`src/rtl/jpeg_dct_pkg.sv`:
```
// Shared types and default sizing for the DCT MAC sequencer slice.
package jpeg_dct_pkg;

    localparam int DCT_TAPS     = 8;
    localparam int DCT_ROW_W    = 3;
    localparam int DCT_MULT_LAT = 2;

    typedef enum logic [1:0] {
        IDLE  = 2'd0,
        ISSUE = 2'd1,
        DRAIN = 2'd2,
        HOLD  = 2'd3
    } seq_state_e;

    // Accumulator strobe pair carried alongside the multiplier pipeline.
    typedef struct packed {
        logic en;
        logic clr;
    } strobe_t;

endpackage

```
`src/rtl/dct_mac_sequencer_if.sv`:
```
// Request/issue/accumulate/result bundle between a MAC unit and its sequencer.
interface dct_mac_sequencer_if #(
    parameter int TAPS  = 8,
    parameter int ROW_W = 3
);
    localparam int TAP_W = $clog2(TAPS);

    logic                   req_valid;
    logic [ROW_W-1:0]       req_row;
    logic                   req_ready;
    logic                   iss_en;
    logic [TAP_W-1:0]       iss_tap;
    logic [ROW_W+TAP_W-1:0] coef_addr;
    logic                   acc_en;
    logic                   acc_clr;
    logic                   res_valid;
    logic                   res_ready;
    logic                   busy;

    modport master (
        output req_valid, req_row, res_ready,
        input  req_ready, iss_en, iss_tap, coef_addr, acc_en, acc_clr, res_valid, busy
    );

    modport slave (
        input  req_valid, req_row, res_ready,
        output req_ready, iss_en, iss_tap, coef_addr, acc_en, acc_clr, res_valid, busy
    );

endinterface

```
`src/rtl/dct_strobe_delay.sv`:
```
// Purpose: DEPTH-stage shift register aligning {en,clr} with the multiplier product.
// Latency: DEPTH cycles (counted in ena-qualified edges).
// Backpressure: none; ena=0 freezes every stage, clr flushes all stages.
module dct_strobe_delay
    import jpeg_dct_pkg::*;
#(
    parameter int DEPTH = 2
) (
    input  logic    clk,
    input  logic    clr,
    input  logic    ena,
    input  strobe_t din,
    output strobe_t dout
);

    strobe_t pipe [DEPTH];

    always_ff @(posedge clk) begin
        if (clr) begin
            for (int i = 0; i < DEPTH; i++) pipe[i] <= '0;
        end else if (ena) begin
            pipe[0] <= din;
            for (int i = 1; i < DEPTH; i++) pipe[i] <= pipe[i-1];
        end
    end

    assign dout = pipe[DEPTH-1];

endmodule

```
`src/rtl/dct_mac_sequencer.sv`:
```
// Purpose: sequence TAPS coefficient multiply steps per request and strobe the accumulator.
// Latency: iss_en 1..TAPS cycles after acceptance, res_valid TAPS+MULT_LAT+1 cycles after.
// Backpressure: res_valid held until res_ready; req_ready only in IDLE (requests not queued).
module dct_mac_sequencer
    import jpeg_dct_pkg::*;
#(
    parameter int TAPS     = DCT_TAPS,
    parameter int MULT_LAT = DCT_MULT_LAT,
    parameter int ROW_W    = DCT_ROW_W
) (
    input  logic                clk,
    input  logic                rst,
    input  logic                ena,
    dct_mac_sequencer_if.slave  bus
);

    localparam int TAP_W = $clog2(TAPS);
    localparam int DRN_W = (MULT_LAT > 1) ? $clog2(MULT_LAT) : 1;
    localparam logic [TAP_W-1:0] TAP_LAST = TAP_W'(TAPS - 1);
    localparam logic [DRN_W-1:0] DRN_LAST = DRN_W'(MULT_LAT - 1);

    seq_state_e       state_q, state_d;
    logic [TAP_W-1:0] tap_q, tap_d;
    logic [DRN_W-1:0] drain_q, drain_d;
    logic [ROW_W-1:0] row_q, row_d;
    strobe_t          stb_in, stb_out;

    always_ff @(posedge clk) begin
        if (rst) begin
            state_q <= IDLE;
            tap_q   <= '0;
            drain_q <= '0;
            row_q   <= '0;
        end else if (ena) begin
            state_q <= state_d;
            tap_q   <= tap_d;
            drain_q <= drain_d;
            row_q   <= row_d;
        end
    end

    always_comb begin
        state_d = state_q;
        tap_d   = tap_q;
        drain_d = drain_q;
        row_d   = row_q;
        unique case (state_q)
            IDLE: begin
                if (bus.req_valid) begin
                    state_d = ISSUE;
                    tap_d   = '0;
                    row_d   = bus.req_row;
                end
            end
            ISSUE: begin
                if (tap_q == TAP_LAST) begin
                    state_d = DRAIN;
                    tap_d   = '0;
                    drain_d = '0;
                end else begin
                    tap_d = tap_q + 1'b1;
                end
            end
            // Wait until the final tap's strobe has left the delay line.
            DRAIN: begin
                if (drain_q == DRN_LAST) begin
                    state_d = HOLD;
                    drain_d = '0;
                end else begin
                    drain_d = drain_q + 1'b1;
                end
            end
            HOLD: begin
                if (bus.res_ready) state_d = IDLE;
            end
            default: state_d = IDLE;
        endcase
    end

    assign bus.req_ready = (state_q == IDLE);
    assign bus.iss_en    = (state_q == ISSUE);
    assign bus.iss_tap   = tap_q;
    assign bus.coef_addr = {row_q, tap_q};
    assign bus.res_valid = (state_q == HOLD);
    assign bus.busy      = (state_q != IDLE);

    assign stb_in.en  = bus.iss_en;
    assign stb_in.clr = bus.iss_en && (tap_q == '0);

    dct_strobe_delay #(.DEPTH(MULT_LAT)) u_strobe_delay (
        .clk  (clk),
        .clr  (rst),
        .ena  (ena),
        .din  (stb_in),
        .dout (stb_out)
    );

    assign bus.acc_en  = stb_out.en;
    assign bus.acc_clr = stb_out.en && stb_out.clr;

endmodule

```
`src/flat_wrapper.sv`:
```
// flat-port wrapper written by rule: the top's interface ports become plain ports
module dct_mac_sequencer_flat import jpeg_dct_pkg::*;
#(
    parameter int TAPS     = DCT_TAPS,
    parameter int MULT_LAT = DCT_MULT_LAT,
    parameter int ROW_W    = DCT_ROW_W
)
  (clk, rst, ena, bus_req_valid, bus_req_row, bus_res_ready, bus_req_ready, bus_iss_en, bus_iss_tap, bus_coef_addr, bus_acc_en, bus_acc_clr, bus_res_valid, bus_busy);
  dct_mac_sequencer_if #(.TAPS(TAPS), .ROW_W(ROW_W)) bus_i ();
  input  logic clk;
  input  logic rst;
  input  logic ena;
  input wire logic [$bits(bus_i.req_valid)-1:0] bus_req_valid;
  input wire logic [$bits(bus_i.req_row)-1:0] bus_req_row;
  input wire logic [$bits(bus_i.res_ready)-1:0] bus_res_ready;
  output wire logic [$bits(bus_i.req_ready)-1:0] bus_req_ready;
  output wire logic [$bits(bus_i.iss_en)-1:0] bus_iss_en;
  output wire logic [$bits(bus_i.iss_tap)-1:0] bus_iss_tap;
  output wire logic [$bits(bus_i.coef_addr)-1:0] bus_coef_addr;
  output wire logic [$bits(bus_i.acc_en)-1:0] bus_acc_en;
  output wire logic [$bits(bus_i.acc_clr)-1:0] bus_acc_clr;
  output wire logic [$bits(bus_i.res_valid)-1:0] bus_res_valid;
  output wire logic [$bits(bus_i.busy)-1:0] bus_busy;
  assign bus_i.req_valid = bus_req_valid;
  assign bus_i.req_row = bus_req_row;
  assign bus_i.res_ready = bus_res_ready;
  assign bus_req_ready = bus_i.req_ready;
  assign bus_iss_en = bus_i.iss_en;
  assign bus_iss_tap = bus_i.iss_tap;
  assign bus_coef_addr = bus_i.coef_addr;
  assign bus_acc_en = bus_i.acc_en;
  assign bus_acc_clr = bus_i.acc_clr;
  assign bus_res_valid = bus_i.res_valid;
  assign bus_busy = bus_i.busy;
  dct_mac_sequencer #(.TAPS(TAPS), .MULT_LAT(MULT_LAT), .ROW_W(ROW_W)) u_core (.clk(clk), .rst(rst), .ena(ena), .bus(bus_i));
endmodule
```
`config.mk`:
```
export PLATFORM = sky130hd
export DESIGN_NAME = dct_mac_sequencer_flat
export DESIGN_NICKNAME = d
export VERILOG_FILES = /design/src/rtl/jpeg_dct_pkg.sv /design/src/rtl/dct_mac_sequencer_if.sv /design/src/rtl/dct_strobe_delay.sv /design/src/rtl/dct_mac_sequencer.sv /design/src/flat_wrapper.sv
export SDC_FILE = /design/constraint.sdc
export NUM_CORES = 1
export LEC_CHECK = 0
export ABC_AREA = 1
export BUFFER_PORTS_ARGS = -buffer_cell sky130_fd_sc_hd__buf_2
export CAP_MARGIN = 25
export CORE_MARGIN = 8
export CORE_UTILIZATION = 44
export CTS_BUF_LIST = sky130_fd_sc_hd__clkbuf_8 sky130_fd_sc_hd__clkbuf_16
export DETAILED_ROUTE_END_ITERATION = 12
export PLACE_DENSITY = 0.7
export SETUP_SLACK_MARGIN = 0.5
export SYNTH_ARGS = -nofsm -noshare
export SYNTH_HDL_FRONTEND = slang
export SYNTH_HIERARCHICAL = 1
export SYNTH_SLANG_ARGS = --single-unit
export TNS_END_PERCENT = 1
```
`constraint.sdc`:
```
create_clock -name clk -period 1.3 [get_ports clk]
set_input_delay 0.065 -clock clk [delete_from_list [all_inputs] [get_ports clk]]
set_output_delay 0.065 -clock clk [all_outputs]
set_load 0.005 [all_outputs]
```
# Word level (Yosys, flattened, before mapping)
# Memories as Yosys holds them, arrays and structs flattened.
# Index checks and enable logic that the tools add are counted.
[classes] n_div=0 n_addsub=2 reduce_logical=11 n_mux=18 order_cmp=0 shifts=0 n_mul=0 bitwise=2 n_eq_ne=8
[ops] op="2-bit 2-to-1 mux" n=6
[ops] op="3-bit AND reduction" n=3
[ops] op="2-bit one-hot mux with 4 select lines" n=1
[ops] op="1-bit 2-to-1 mux" n=7
[ops] op="3-bit 2-to-1 mux" n=2
[ops] op="2-bit != test (second input constant)" n=3
[ops] op="3-bit one-hot mux with 2 select lines" n=1
[ops] op="2-bit nonzero test" n=3
[ops] op="5-bit AND reduction" n=1
[ops] op="2-bit == test (second input constant)" n=2
[ops] op="3-bit by 1-bit adder with 3-bit output (second input constant)" n=1
[ops] op="3-bit == test (second input constant)" n=1
[ops] op="3-bit logical NOT" n=1
[ops] op="2-bit by 1-bit == test with 1-bit output (second input constant)" n=1
[ops] op="1-bit logical AND" n=2
[ops] op="2-bit logical NOT" n=1
[ops] op="2-bit by 1-bit != test with 1-bit output (second input constant)" n=1
[ops] op="1-bit OR" n=2
[ops] op="1-bit one-hot mux with 2 select lines" n=1
[ops] op="1-bit adder (second input constant)" n=1
[word_totals] input_bits=8 memories=1 latchBits=0 ram_bits=4 out_inout_bits=15 register_bits=9 rom_bits=0 wordCells=46
[memory_table] name="u_core.u_strobe_delay.pipe" words=2 word_bits=2 read_ports=2 rd_clocked_by_memory_dff=0 wr=2 line_no="dct_strobe_delay.sv:16" text="strobe_t pipe [DEPTH];"

# Depth between registers and ports, before layout
# Gate-level depths: netlist of the first run.
[logic_depth] word_depth=4 depth_mapped=9 ltp_nobuf=9

# Hierarchy
# The synthesis of the first run kept the hierarchy.
[by_module_without_submodules] module="dct_mac_sequencer" area_per_inst_um2=576.8 seq_area_each_um2=180.2 cells_per_inst=81 n_inst=1
[by_module_without_submodules] module="dct_strobe_delay" area_per_inst_um2=178.9 seq_area_each_um2=120.1 cells_per_inst=17 n_inst=1

# Least setup slack after synthesis of the first run
# OpenSTA, ideal clock, no wires.
[synth_timing] path_type="register to register" from="register u_core.state_q[1]" to="register u_core.state_q[0]" period_less_slack_ns=1.259 required_ns=1.187 setup_slack_ns=0.041 setup_time_ns=0.113 arrival_time_ns=1.146 n_path_buf=0 path_stages_with_launch=9 path_cell_list="dfxtp_1 > inv_1 > ha_1 > nand2_1 > nand2_1 > nor2_1 > nand3_1 > nand2_1 > nor2_1"
[synth_between] elab_chain_cells=3 elab_cells_between_ends=10 cone_classes="eq/ne (7); mux (1); reduce/logical (2)"
[synth_lines] item="start: declaration" line_no="dct_mac_sequencer.sv:22" text="seq_state_e state_q, state_d;"
[synth_lines] item="start signal: assignment" line_no="dct_mac_sequencer.sv:35" text="state_q <= state_d;"
[synth_lines] item="2-bit by 1-bit == test with 1-bit output (*)"
[synth_lines] item="via bus_iss_en" line_no="flat_wrapper.sv:17" text="output wire logic [$bits(bus_i.iss_en)-1:0] bus_iss_en;"
[synth_lines] item="2-bit != test (no source line)"
[synth_lines] item="5-bit AND reduction (no source line)"
# The timed path passes the listed nets; every way through them passes the cells marked *.
# A chain may end at the register's enable or synchronous reset.

# Final worst setup path of the first run
[layout_timing] from="register u_core.state_q[1]" to="register u_core.drain_q"
[layout_between] elab_chain_cells=3 elab_cells_between_ends=6 cone_classes="eq/ne (3); mux (1); reduce/logical (2)"
[layout_lines] item="2-bit by 1-bit == test with 1-bit output / 2-bit == test (equally long branches)" line_no="dct_mac_sequencer.sv:47" text="unique case (state_q)"
[layout_lines] item="2-bit != test (no source line) / 2-bit nonzero test (equally long branches)"
[layout_lines] item="3-bit AND reduction (no source line)"
[layout_lines] item="end signal: assignment" line_no="dct_mac_sequencer.sv:37" text="drain_q <= drain_d;"
[layout_lines] item="end: declaration" line_no="dct_mac_sequencer.sv:24" text="logic [DRN_W-1:0] drain_q, drain_d;"
# Several ways; a longest one is shown, not always the timed one.

==> results of run 1 <==
[cells in the final DEF, fill, tap and decap left out]
cell type,count
inv_1,20
o21ai_0,4
clkbuf_8,3
nor2_4,1
nand2_1,10
buf_4,6
ha_4,4
nor2_1,12
edfxtp_1,4
nand4_1,1
inv_4,1
ha_2,1
or2_1,1
buf_2,22
nand2_2,2
dfxtp_4,4
a21oi_2,1
nor2_2,1
inv_2,2
dfxtp_1,5
nand3_2,3
ha_1,3
o21ai_1,2
nand3_4,1
nand3_1,5
a21oi_1,5
nand2_4,1
[registers in the layout (all words and copies together), names as in the netlist]
register	count
u_core/drain_q	1
u_core/u_strobe_delay/pipe	4
u_core/state_q	2
u_core/row_q	3
u_core/bus.iss_tap	3
[power groups by stage]
| stage | Combinational [uW] | Clock, uW | Sequential (uW) |
|---|---|---|---|
| 6_report | 474 | 350 | 508 |
| 2_1_floorplan | 267 | 0 | 516 |
| 4_1_cts | 436 | 369 | 508 |
| 5_1_grt | 527 | 385 | 518 |
| 3_3_place_gp | 368 | 0 | 517 |
| 3_5_place_dp | 387 | 0 | 520 |
[through the flow]
step	hold slack (ns)	instance area [um2]	power, uW	std cells	worst slack (ns)
floorplan	0.127	818	783	98	0.154
global placement	0.300	920	885	133	0.0582
detailed placement	0.305	920	907	133	0.0377
CTS	0.0427	1010	1310	139	0.117
global route	0.0623	1050	1430	142	0.0451
finish	0.0524	1050	1330	142	0.0950
[area by class of cell]
type / instances / area share (%)
timing repair buffer: 28 / 14.8
multi-input combinational: 58 / 40.6
sequential: 13 / 30.1
inverter: 22 / 8.12
clock buffer: 3 / 3.94
tap: 17 / 2.03
clock inverter: 1 / 0.358
[Yosys cell counts (2+ instances only)]
library cell / instances / share of area, %
nand3_1: 7 / 4.6
nand2_1: 12 / 6.0
a21oi_1: 5 / 3.3
nand3_2: 2 / 2.6
inv_1: 22 / 11
dfxtp_1: 9 / 24
buf_4: 5 / 5.0
ha_1: 8 / 13
nor2_1: 14 / 7.0
o21ai_0: 5 / 3.3
edfxtp_1: 4 / 16
[metal layers]
metal / vias up / global-route usage [%] / wire length (um)
met1: 294 / 11.5 / 746
met2: 15 / 22.0 / 992
li1: 354 / - / -
met4: 0 / 5.36 / 10
met3: 2 / 3.36 / 92
met5: - / 0 / 0
[cells by family (layout without fill, tap and decap cells)]
group,after synthesis,count (layout),synth area share [%]
and+or+nand+nor,38,38,22.7
buffers and inverters,27,54,15.9
DFF,13,13,39.7
AOI/OAI and AO/OA,12,12,8.44
adders and majority gates,8,8,13.2
[path summary, 6_finish.rpt]
path         slack (ns)                                 end  cells past startpoint
max                0.09         u_core/drain_q$_SDFFE_PP0P_                      6
min                0.05  u_core/bus.iss_tap[2]$_SDFFE_PP0P_                      2
max reg2reg        0.09         u_core/drain_q$_SDFFE_PP0P_                      6
min reg2reg        0.44        u_core/row_q[1]$_SDFFE_PP0P_                      2
[timing repair]
item                                   4_1_cts  5_1_grt
pin swaps                                    5        2
endpoints found under the hold margin        0        0
hold buffers                                 0        0
setup endpoints to repair                   23       23
buffers inserted                             2        3
resized for setup                            9        4
cloned                                       0        0
==> results.sh, run 1 <==
export IMPL_outcome="finished, final reports clean"
export IMPL_fillers=157
export IMPL_switchingPower_uw=437
export IMPL_critPathMaxStageDelay_ns=0.35
export IMPL_wire_per_inst_um=13.0
export IMPL_crit_slowest_cell="dfxtp_4"
export IMPL_seqPwrFrac_pct=38.2
export IMPL_skew_ns=0.00640
export IMPL_die_area_mm2=0.00330
export IMPL_peakVddDrop_v=0.000757
export IMPL_combPwrFrac_pct=35.6
export IMPL_cts_max_path_buffers=2
export IMPL_final_max_slew_viol_count=0
export IMPL_first_pass_iters=4
export IMPL_grt_max_degree=10
export IMPL_reg2reg_from="u_core/state_q[1]$_SDFFE_PP0P_"
export IMPL_cp_cell_sequence="inv_2, ha_4, buf_4, nor2_1, o21ai_1, a21oi_1"
export IMPL_worstSetupStartpoint="u_core/state_q[1]$_SDFFE_PP0P_"
export IMPL_clock_sinks=13
export IMPL_power_leakage_uw=0.000509
export IMPL_ios=23
export IMPL_slew_headroom_pct=86.8
export IMPL_p_int_uw=895
export IMPL_finalHoldViolCount=0
export IMPL_synthArstFlopShare_pct=0
export IMPL_power_switching_share_pct=32.8
export IMPL_cp_end_kind="flip-flop"
export IMPL_insertion_delay_ns=0.24
export IMPL_grt_ovfl_total=0
export IMPL_synth_nets=114
export IMPL_seqCellArea_um2=315
export IMPL_synth_cell_type_count=16
export IMPL_wirelength_um=1840
export IMPL_hp_class="input pin to flip-flop"
export IMPL_syn_to_final_growth_pct=38.6
export IMPL_tns_ns=0
export IMPL_vias=665
export IMPL_setup_viol=0
export IMPL_synthesis_area_um2=756
export IMPL_nNetsFinal=142
export IMPL_ys_ff_latch=13
export IMPL_synth_avg_cell_area_um2=7.71
export IMPL_grt_usage_pct=11.8
export IMPL_antenna_found_initial=0
export IMPL_start_util_pct=45.2
export IMPL_start_kind="flip-flop"
export IMPL_yosysSeqAreaShare_pct=39.7
export IMPL_pwr_share_clk_pct=26.2
export IMPL_routed_via_density=4.68
export IMPL_synthFlopType="dfxtp_1"
export IMPL_multiInputGateArea_um2=425
export IMPL_critPathBufInv=2
export IMPL_hold_start="rst"
export IMPL_fmax_mhz=830
export IMPL_min_period_over_period_pct=92.7
export IMPL_gp_congestion=0.809
export IMPL_fin_util_pct=62.7
export IMPL_rsz0062_at_grt="yes"
export IMPL_power_density_mw_per_mm2=1270
export IMPL_drt_iter0_drc=21
export IMPL_worst_pin_slew_ns=0.197
export IMPL_die_w_um=57.4
export IMPL_yosysWarnings=6
export IMPL_rows=15
export IMPL_drive_gt1_share_pct=42.4
export IMPL_hpwl_um=1340
export IMPL_synth_edf_count=4
export IMPL_crit_type="flip-flop to flip-flop"
export IMPL_cts_buffers=3
export IMPL_min_period_ns=1.21
export IMPL_path_max_fanout=8
export IMPL_critical_path_top_delay_family="flip-flops"
export IMPL_cts_tree="built"
export IMPL_portBuffers=22
export IMPL_cts_root_buffer="clkbuf_8"
export IMPL_critPathRequiredTime_ns=1.42
export IMPL_grt_pass1_vias=686
export IMPL_drtAntennaViolNets=0
export IMPL_arrival_ns=1.32
export IMPL_grt_pass1_wl_um=2990
export IMPL_insertedDiodeCount=0
export IMPL_max_cap_violations=0
export IMPL_clk_pin_slew_ns=0.06
export IMPL_dieHeight_um=57.4
export IMPL_drc_errors=0
export IMPL_h_tree_depth=1
export IMPL_synthCells=98
export IMPL_core_area_mm2=0.00167
No activity file was read; power rests on OpenSTA's default activity.
==> inputs of run 2 (changes only) <==
--- a/config.mk
+++ b/config.mk
@@ -9,13 +9,12 @@
 export BUFFER_PORTS_ARGS = -buffer_cell sky130_fd_sc_hd__buf_2
 export CAP_MARGIN = 25
 export CORE_MARGIN = 8
-export CORE_UTILIZATION = 44
-export CTS_BUF_LIST = sky130_fd_sc_hd__clkbuf_8 sky130_fd_sc_hd__clkbuf_16
+export CORE_UTILIZATION = 46
+export CTS_BUF_LIST = sky130_fd_sc_hd__clkbuf_2 sky130_fd_sc_hd__clkbuf_4 sky130_fd_sc_hd__clkbuf_8
 export DETAILED_ROUTE_END_ITERATION = 12
-export PLACE_DENSITY = 0.7
+export PLACE_DENSITY = 0.73
 export SETUP_SLACK_MARGIN = 0.5
 export SYNTH_ARGS = -nofsm -noshare
 export SYNTH_HDL_FRONTEND = slang
-export SYNTH_HIERARCHICAL = 1
 export SYNTH_SLANG_ARGS = --single-unit
 export TNS_END_PERCENT = 1
==> run 2 against run 1 <==
Final area decreased by 6.8%; count of clock-buffer cells in the layout increased by 1; fmax fell by 0.40%; non-clock buffer count down 4; synthesized area decreased by 5.6%; sequential share of layout area is 2.2 points higher; critical path type unchanged; critical endpoint is now u_core.bus.iss_tap[2]$_SDFFE_PP0P_.
==> results.sh, run 2 <==
export IMPL_drt_iter0_drc=20
export IMPL_mostFrequentLayoutCells="buf_2, inv_1, nand2_1, nor2_1, dfxtp_1"
export IMPL_cp_end_kind="flip-flop"
export IMPL_synth_compound_area_share_pct=8.42
export IMPL_gp_congestion=0.770
export IMPL_synth_avg_cell_area_um2=7.43
export IMPL_slew_headroom_pct=85.0
export IMPL_peakVddDrop_v=0.000817
export IMPL_clk_pin_slew_ns=0.08
export IMPL_wirelength_um=1640
export IMPL_synth_commonest_cells="inv_1, nand2_1, nor2_1"
export IMPL_min_period_over_period_pct=93.1
export IMPL_synthesis_area_um2=713
export IMPL_ys_ff_latch=13
export IMPL_path_max_fanout=6
export IMPL_die_area_mm2=0.00307
export IMPL_antenna_found_initial=0
export IMPL_cts_max_path_buffers=2
export IMPL_synth_cell_type_count=15
export IMPL_crit_slowest_cell="dfxtp_4"
export IMPL_busiest_layer="met2"
export IMPL_yosysWarnings=0
export IMPL_cts_root_buffer="clkbuf_4"
export IMPL_synthFlopType="dfxtp_1"
export IMPL_drtAntennaViolNets=0
export IMPL_synth_nets=111
export IMPL_synth_fa_ha_area_share_pct=12.3
export IMPL_power_density_mw_per_mm2=1340
export IMPL_critPathRequiredTime_ns=1.47
export IMPL_syn_to_final_growth_pct=36.8
export IMPL_dpl_cell_count=131
export IMPL_power_leakage_uw=0.000487
export IMPL_synthArstFlopShare_pct=0
export IMPL_max_cap_violations=0
export IMPL_cp_cell_sequence="inv_4, ha_4, nand2_4, nand2_4, nor2_4, nand2_1, o21ai_0, nor2_1"
export IMPL_outcome="finished, final reports clean"
export IMPL_fillers=130
export IMPL_ios=23
export IMPL_synth_edf_count=4
export IMPL_synth_top_family_by_area="simple AND/OR/NAND/NOR gates"
export IMPL_worst_pin_slew_ns=0.224
export IMPL_drive_gt1_share_pct=40.5
export IMPL_tns_ns=0
export IMPL_final_max_slew_viol_count=0
export IMPL_min_period_ns=1.21
export IMPL_h_tree_depth=1
export IMPL_grt_pass1_vias=653
export IMPL_final_common_cell="buf_2"
export IMPL_hpwl_um=1210
export IMPL_synthXorXnorAreaFrac_pct=0
export IMPL_grt_use_met1_pct=10.7
export IMPL_synth_top_area_share_pct=25.3
export IMPL_instances_no_fill=137
export IMPL_cts_buffers=3
export IMPL_crit_type="flip-flop to flip-flop"
export IMPL_cts_tree="built"
export IMPL_first_pass_iters=4
export IMPL_insertion_delay_ns=0.28
export IMPL_synthCells=96
export IMPL_grt_pass1_wl_um=2730
export IMPL_finalHoldViolCount=0
export IMPL_skew_ns=0.00238
export IMPL_fmax_mhz=827
export IMPL_regMostFlops="u_core.u_strobe_delay.pipe"
export IMPL_met3_usage_pct=4.11
export IMPL_wire_per_inst_um=12.0
export IMPL_routed_via_density=4.90
export IMPL_core_area_mm2=0.00147
export IMPL_nNetsFinal=137
export IMPL_insertedDiodeCount=0
export IMPL_rsz0062_at_grt="yes"
export IMPL_clock_sinks=13
export IMPL_synth_simple_area_share_pct=23.5
export IMPL_yosys_top_cells_area="dfxtp_1, edfxtp_1, ha_1"
export IMPL_critical_path_top_delay_family="simple AND/OR/NAND/NOR gates"
export IMPL_die_w_um=55.4
export IMPL_drc_errors=0
export IMPL_grt_max_degree=9
export IMPL_portBuffers=22
export IMPL_yosysSeqAreaShare_pct=42.1
export IMPL_rows=14
export IMPL_arrival_ns=1.38
export IMPL_largest_reg_flops=4
export IMPL_setup_viol=0
export IMPL_hp_class="input pin to flip-flop"
export IMPL_critPathMaxStageDelay_ns=0.39
export IMPL_critPathBufInv=1
export IMPL_start_util_pct=48.5
export IMPL_vias=671
export IMPL_grt_usage_pct=10.5
export IMPL_grt_ovfl_total=0
export IMPL_crit_path_frequent_cell="nand2_4"
export IMPL_yosys_area_top_type="dfxtp_1"
export IMPL_groute_layer_met2_usage_pct=18.4
export IMPL_start_kind="flip-flop"
export IMPL_dieHeight_um=55.4
export IMPL_synthMuxAreaShare_pct=0
==> run 2: changes by cell type in the layout (fill, tap and decap cells not counted), sizes merged, moves of 3 or more <==
cell / previous run / this run
inv: 23 / 20
a21oi: 6 / 3
nor2: 14 / 18
buf: 28 / 23
nand3: 9 / 4
nand2: 13 / 19
==> run 2: layout make-up <==
type,instances,area (um2),area share [%]
multi-input cells,60,405,41.5
clock buffers,4,30.0,3.08
inverters,20,77.6,7.95
well taps,16,20.0,2.05
flip-flops and latches,13,315,32.3
repair buffers,24,128,13.1
==> run 2: per-stage QoR <==
| step | power (uW) | area, um2 | worst slack (ns) | hold WS, ns | util (%) |
|---|---|---|---|---|---|
| floorplan | 847 | 778 | 0.204 | 0.128 | - |
| finish | 1300 | 976 | 0.0902 | 0.0594 | 66.3 |
| global placement | 957 | 886 | 0.132 | 0.287 | 60.2 |
| CTS | 1300 | 973 | 0.127 | 0.0782 | 66.2 |
| global route | 1390 | 976 | 0.0215 | 0.0861 | 66.3 |
| detailed placement | 972 | 886 | 0.106 | 0.287 | 60.2 |
==> run 2: tightest hold or removal path, cell delays in order <==
cell and delay, ns:
buf_2 0.08, o21ai_1 0.06, a21oi_1 0.10
==> run 2: power breakdown <==
group	total (uW)	internal, uW	switching (uW)
combinational	493	219	274
sequential	537	483	54.1
clock	274	140	134
total	1300	842	462
==> run 2: cell families (layout without fill, tap and decap cells) <==
logic type               Yosys count  in the layout
flip-flops                        13             13
AND/OR/NAND/NOR                   42             42
adder cells (fa/ha/maj)            7              7
AO/OA/AOI/OAI                     11             11
buffers and inverters             23             48
==> run 2: path summary, 6_finish.rpt <==
kind | slack, ns | end | cells after the start | startpoint
hold reg to reg | 0.44 | u_core.row_q[1]$_SDFFE_PP0P_ | 2 | u_core.row_q[1]$_SDFFE_PP0P_
setup / recovery | 0.09 | u_core.bus.iss_tap[2]$_SDFFE_PP0P_ | 8 | u_core.state_q[0]$_SDFFE_PP0P_
hold / removal | 0.06 | u_core.row_q[1]$_SDFFE_PP0P_ | 3 | bus_req_row[1]
setup reg to reg | 0.09 | u_core.bus.iss_tap[2]$_SDFFE_PP0P_ | 8 | u_core.state_q[0]$_SDFFE_PP0P_
==> run 2: metal layers <==
| metal | vias up | part of all wire, % |
|---|---|---|
| li1 | 342 | - |
| met1 | 297 | 40 |
| met2 | 25 | 51 |
| met3 | 7 | 6.8 |
| met4 | 0 | 2.5 |
| met5 | - | 0 |
==> run 2: repair_timing <==
item                                   4_1_cts  5_1_grt
endpoints found under the hold margin        2        0
pin swaps                                    5        0
setup endpoints to repair                   23       26
hold buffers                                 1        0
buffers inserted                             1        0
gates resized for setup                     12        3
